### config.mk
export PLATFORM = sky130hd
export DESIGN_NAME = score_display
export DESIGN_NICKNAME = d
export VERILOG_FILES = /design/src/rtl/score_display_pkg.sv /design/src/rtl/score_display_seg7_decode.sv /design/src/rtl/score_display.sv
export SDC_FILE = /design/constraint.sdc
export NUM_CORES = 1
export LEC_CHECK = 0
export BUFFER_PORTS_ARGS = -buffer_cell sky130_fd_sc_hd__buf_2
export CORE_AREA = 3 3 88 90
export DETAILED_ROUTE_END_ITERATION = 6
export DIE_AREA = 0 0 91 93
export PLACE_DENSITY = 0.69
export SLEW_MARGIN = 20
export SYNTH_ARGS = -nofsm -noshare
export SYNTH_HDL_FRONTEND = slang
export SYNTH_SLANG_ARGS = --single-unit
### constraint.sdc
create_clock -name clk -period 2.45 [get_ports clk]
set_clock_uncertainty 0.2 [all_clocks]
set_input_delay 0.1225 -clock clk [delete_from_list [all_inputs] [get_ports clk]]
set_output_delay 0.1225 -clock clk [all_outputs]
set_load 0.005 [all_outputs]
### src/rtl/score_display_pkg.sv
// Shared types, constants and helpers for the score display block.
package score_display_pkg;

   typedef enum logic [1:0] {
      ST_IDLE   = 2'd0,
      ST_CONV   = 2'd1,
      ST_COMMIT = 2'd2
   } state_t;

   localparam logic [6:0] MAX_SCORE  = 7'd99;
   localparam logic [2:0] CONV_STEPS = 3'd7;

   // Segment patterns, bit order {g,f,e,d,c,b,a}, active-high.
   localparam logic [6:0] SEG_0     = 7'h3F;
   localparam logic [6:0] SEG_1     = 7'h06;
   localparam logic [6:0] SEG_2     = 7'h5B;
   localparam logic [6:0] SEG_3     = 7'h4F;
   localparam logic [6:0] SEG_4     = 7'h66;
   localparam logic [6:0] SEG_5     = 7'h6D;
   localparam logic [6:0] SEG_6     = 7'h7D;
   localparam logic [6:0] SEG_7     = 7'h07;
   localparam logic [6:0] SEG_8     = 7'h7F;
   localparam logic [6:0] SEG_9     = 7'h6F;
   localparam logic [6:0] SEG_BLANK = 7'h00;

   // Scores above the two-digit range display as 99.
   function automatic logic [6:0] clamp_score(input logic [6:0] s);
      return (s > MAX_SCORE) ? MAX_SCORE : s;
   endfunction

   // One double-dabble iteration on {tens, ones, binary}: adjust, then shift.
   function automatic logic [14:0] dabble_step(input logic [14:0] v);
      logic [3:0]  t;
      logic [3:0]  o;
      logic [14:0] a;
      t = v[14:11];
      o = v[10:7];
      if (t >= 4'd5) t = t + 4'd3;
      if (o >= 4'd5) o = o + 4'd3;
      a = {t, o, v[6:0]};
      return {a[13:0], 1'b0};
   endfunction

endpackage

### src/rtl/score_display_seg7_decode.sv
// BCD digit to 7-segment pattern; optional blanking of a zero digit.
module seg7_decode
   import score_display_pkg::*;
(
   input  logic [3:0] bcd,
   input  logic       blank_zero,
   output logic [6:0] seg
);

   // Pure lookup; codes above 9 never occur on committed digits and show blank.
   always_comb begin
      seg = SEG_BLANK;
      case (bcd)
         4'd0:    seg = blank_zero ? SEG_BLANK : SEG_0;
         4'd1:    seg = SEG_1;
         4'd2:    seg = SEG_2;
         4'd3:    seg = SEG_3;
         4'd4:    seg = SEG_4;
         4'd5:    seg = SEG_5;
         4'd6:    seg = SEG_6;
         4'd7:    seg = SEG_7;
         4'd8:    seg = SEG_8;
         4'd9:    seg = SEG_9;
         default: seg = SEG_BLANK;
      endcase
   end

endmodule

### src/rtl/score_display.sv
// Score to two-digit 7-segment display with high-score tracking.
//
//  state     | meaning
//  ----------+-----------------------------------------------------------
//  ST_IDLE   | watch score_i against last committed raw score
//  ST_CONV   | one double-dabble step per clock, 7 steps total
//  ST_COMMIT | latch BCD digits and raw score, pulse valid_o
module score_display
   import score_display_pkg::*;
(
   input  logic       clk,
   input  logic       nRst_i,
   input  logic [6:0] score_i,
   input  logic       game_over_i,
   output logic [6:0] tens_seg_o,
   output logic [6:0] ones_seg_o,
   output logic [3:0] hi_tens_o,
   output logic [3:0] hi_ones_o,
   output logic       busy_o,
   output logic       valid_o
);

   state_t      state;
   logic [6:0]  last_score;
   logic [6:0]  pending_score;
   logic [14:0] dd_reg;
   logic [2:0]  step_cnt;
   logic [3:0]  tens_bcd;
   logic [3:0]  ones_bcd;

   logic        go_q;
   logic        go_rise;
   logic [6:0]  hi_score;
   logic [6:0]  committed_score;

   // Conversion sequencer; the raw score is kept so a clamped value does not retrigger.
   always_ff @(posedge clk or negedge nRst_i) begin
      if (!nRst_i) begin
         state         <= ST_IDLE;
         last_score    <= '0;
         pending_score <= '0;
         dd_reg        <= '0;
         step_cnt      <= '0;
         tens_bcd      <= '0;
         ones_bcd      <= '0;
         busy_o        <= 1'b0;
         valid_o       <= 1'b0;
      end else begin
         valid_o <= 1'b0;
         case (state)
            ST_IDLE: begin
               if (score_i != last_score) begin
                  pending_score <= score_i;
                  dd_reg        <= {8'h00, clamp_score(score_i)};
                  step_cnt      <= CONV_STEPS - 3'd1;
                  busy_o        <= 1'b1;
                  state         <= ST_CONV;
               end
            end
            ST_CONV: begin
               dd_reg <= dabble_step(dd_reg);
               if (step_cnt == 3'd0) begin
                  state <= ST_COMMIT;
               end else begin
                  step_cnt <= step_cnt - 3'd1;
               end
            end
            ST_COMMIT: begin
               tens_bcd   <= dd_reg[14:11];
               ones_bcd   <= dd_reg[10:7];
               last_score <= pending_score;
               valid_o    <= 1'b1;
               busy_o     <= 1'b0;
               state      <= ST_IDLE;
            end
            default: begin
               busy_o <= 1'b0;
               state  <= ST_IDLE;
            end
         endcase
      end
   end

   assign committed_score = clamp_score(last_score);

   // Game-over edge detect; the high score only ever rises, using values committed before this edge.
   always_ff @(posedge clk or negedge nRst_i) begin
      if (!nRst_i) begin
         go_q      <= 1'b0;
         go_rise   <= 1'b0;
         hi_score  <= '0;
         hi_tens_o <= '0;
         hi_ones_o <= '0;
      end else begin
         go_q    <= game_over_i;
         go_rise <= game_over_i & ~go_q;
         if (go_rise && (committed_score > hi_score)) begin
            hi_score  <= committed_score;
            hi_tens_o <= tens_bcd;
            hi_ones_o <= ones_bcd;
         end
      end
   end

   seg7_decode u_tens_dec (
      .bcd        (tens_bcd),
      .blank_zero (1'b1),
      .seg        (tens_seg_o)
   );

   seg7_decode u_ones_dec (
      .bcd        (ones_bcd),
      .blank_zero (1'b0),
      .seg        (ones_seg_o)
   );

endmodule

==> out/metrics.yaml <==
p_sw_w: 0.00195
dieArea_mm2: 0.00846
clock-sinks: 61
antenna_found_initial: 0
start_kind: "flip-flop"
clockBufferDepth: 2
synth_common_cells: "61 x dfrtp_1, 33 x nand2_1, 20 x mux2_2, 19 x inv_1, 18 x o21ai_0"
period_share_pct: 103
synth_cells: 302
track_usage_pct: 14.9
via_count: 2286
total_power_w: 0.00526
nets: 375
yosysSeqAreaShare_pct: 48.1
p_comb_share_pct: 47.3
place_congestion: 0.776
ys_types: 43
grt_start_max_net_pins: 24
fin_crit_ns: 2.53
rsz0062_at_grt: "yes"
synth_edf_count: 0
async_flop_share_pct: 100
critPathKind: "flip-flop to flip-flop"
die_w_um: 91
regToRegStartpoint: "last_score[2]"
reg2reg_depth: 10
leakagePower_nw: 1.84
sw_frac_of_total_pct: 37.0
internal-power_w: 0.00331
fin_util_pct: 53.8
drtIter0Drc: 136
cpLargestDelayFamily: "simple AND/OR/NAND/NOR gates"
clock.fmax_mhz: 395
cpMaxStageDelayCell: "dfrtp_1"
critPathMaxStageDelay_ns: 0.39
drt-total-wl_um: 5880
yosys_warnings: 0
fin_ws_ns: -0.0821
drtAntennaViolNets: 0
num_rows: 31
diodes: 0
root_buffer: "clkbuf_8"
area_delta_synth_final_pct: 21.1
cts.clk_slew.worst_paths_ns: 0.06
dr.pass1.iters: 4
crit_path_cell_trace: "nor3_2 > nor2_1 > or2_4 > ha_4 > nor2b_4 > o21ai_2 > a21oi_2 > o31ai_4 > buf_12 > mux2_2"
grt_overflow_total: 0
viasPerCell: 5.01
die_y_um: 93
clk_latency_ns: 0.34
drv_slew: 0
postSynthAreaPerCell_um2: 10.5
vdd_drop_max_uv: 612
detailed_place_hpwl_um: 4170
ys_top_cells_by_area: "dfrtp_1 48%, mux2_2 7.1%, ha_1 5.1%"
yosys_register_bits: 61
core-area_mm2: 0.00714
finalSetupViolations: 14
htree_levels: 3
critPathCaptureType: "flip-flop"
syn_area_mm2: 0.00317
crit_buf_inv: 1
r2r_end: "hi_score[1]"
wl_per_cell_um: 12.9
synth.most_common_cell: "dfrtp_1"
port_buffers: 33
start_util_pct: 44.5
critical_path_peak_fanout: 11
hold_path_class: "primary input to asynchronous set/reset pin"
drc: 0
grt_pass1_vias: 2218
cts-buffers-inserted: 9
fin_hold_ws_ns: 0.0870
cap_violations: 0
clkPwrFrac_pct: 17.4
grt_pass1_wl_um: 10000
slew_headroom_pct: 53.3
outcome: "finished with violations"
tightestPinTransition_ns: 0.701
cts_tree: "yes"
power_frac_seq_pct: 35.3
num-fill-cells: 645
synth_top_area_cell: "dfrtp_1"
reg2reg_slack_ns: -0.08
syn_nets: 325
arrival_ns: 2.55
violations: "negative setup slack"
required_ns: 2.47
ioPinCount: 34
p_per_area_mw_per_mm2: 1370
synthFlopType: "dfrtp_1"
largest_register_ff_count: 15
layout-drive-gt1-share_pct: 29.1
synth_top_area_share_pct: 48.1
final_hold_viol_count: 0
## worst register-to-register path: cells and delay by family, from the launching register on
family | cells | cell delay, ns
compound gates | 3 | 0.50
flops | 1 | 0.39
mux | 1 | 0.33
buf+inv | 1 | 0.19
simple gates | 4 | 0.59
fa+ha+maj | 1 | 0.21
## routing by layer
layer,vias to the layer above,track usage (%),wire [um]
li1,1150,-,-
met1,1087,18.6,2820
met2,41,23.6,2740
met3,8,4.42,214
met4,0,7.54,112
met5,-,0,0
## worst max-delay path by stage
stage,from,endpoint,slack (ns),cells past startpoint
6_report,last_score[2],hi_score[1],-0.08,10
5_1_grt,last_score[2],hi_score[1],-0.18,10
4_1_cts,last_score[2],hi_score[5],-0.08,10
3_5_place_dp,last_score[2],hi_score[5],-0.07,10
3_3_place_gp,last_score[2],hi_score[1],-0.07,10
2_1_floorplan,last_score[2],hi_ones_o[0],-0.11,10
## cell families after synthesis
group	share of synthesized area (%)
AO/OA/AOI/OAI	13.1
XOR/XNOR	3.31
adder cells (fa/ha/maj)	5.13
buffers and inverters	5.52
flip-flops	48.1
multiplexers	12.0
AND/OR/NAND/NOR	12.9
## cell type report
cell class              instances  area (um^2)  area share, %
repair buffers                 59          403           10.5
flip-flops and latches         61         1530           39.7
well taps                      99          124           3.22
clock buffers                  13          169           4.40
multi-input cells             202         1510           39.2
inverters                      19         71.3           1.86
clock inverters                 3         42.5           1.11
## power groups by stage
stage	logic [W]	registers (W)	clock network [W]
after floorplan	0.00191	0.00168	0
after global placement	0.00236	0.00184	0
after detailed placement	0.00244	0.00187	0
after CTS	0.00246	0.00185	0.000943
after global routing	0.00281	0.00193	0.000990
final	0.00249	0.00186	0.000917
## per-stage QoR
| stage | area (um^2) | instances | TNS [ns] | setup WS [ns] |
|---|---|---|---|---|
| finish | 3840 | 456 | -0.656 | -0.0821 |
| global route | 3840 | 456 | -2.07 | -0.185 |
| CTS | 3800 | 454 | -0.721 | -0.0755 |
| detailed placement | 3500 | 429 | -0.659 | -0.0692 |
| global placement | 3500 | 429 | -0.683 | -0.0709 |
| floorplan | 3190 | 302 | -1.02 | -0.112 |
## cells in the final DEF (no fill, tap or decap), types with 3 or more instances in the layout
| master | count |
|---|---|
| dfrtp_1 | 61 |
| nand2_1 | 33 |
| buf_2 | 33 |
| inv_1 | 19 |
| o21ai_0 | 18 |
| mux2_2 | 16 |
| a21oi_1 | 14 |
| buf_4 | 14 |
| nor2_1 | 13 |
| mux2_4 | 13 |
| ha_1 | 12 |
| clkbuf_8 | 12 |
| xnor2_1 | 10 |
| nand3_1 | 9 |
| dlygate4sd3_1 | 9 |
| and2_1 | 6 |
| nor2b_1 | 6 |
| nand2b_1 | 5 |
| nor3_1 | 4 |
| o21a_1 | 3 |
| o22ai_1 | 3 |
| o32ai_1 | 3 |
| a21o_1 | 3 |
| a32oi_1 | 3 |
## repair_timing
| action | 4_1_cts | 5_1_grt |
|---|---|---|
| hold buffers | 9 | 0 |
| endpoints found under the hold margin | 37 | 0 |
| endpoints found under the setup margin | 14 | 15 |
| buffers inserted | 0 | 2 |
| gates resized for setup | 0 | 7 |
Power figures use the tool's default switching activity.
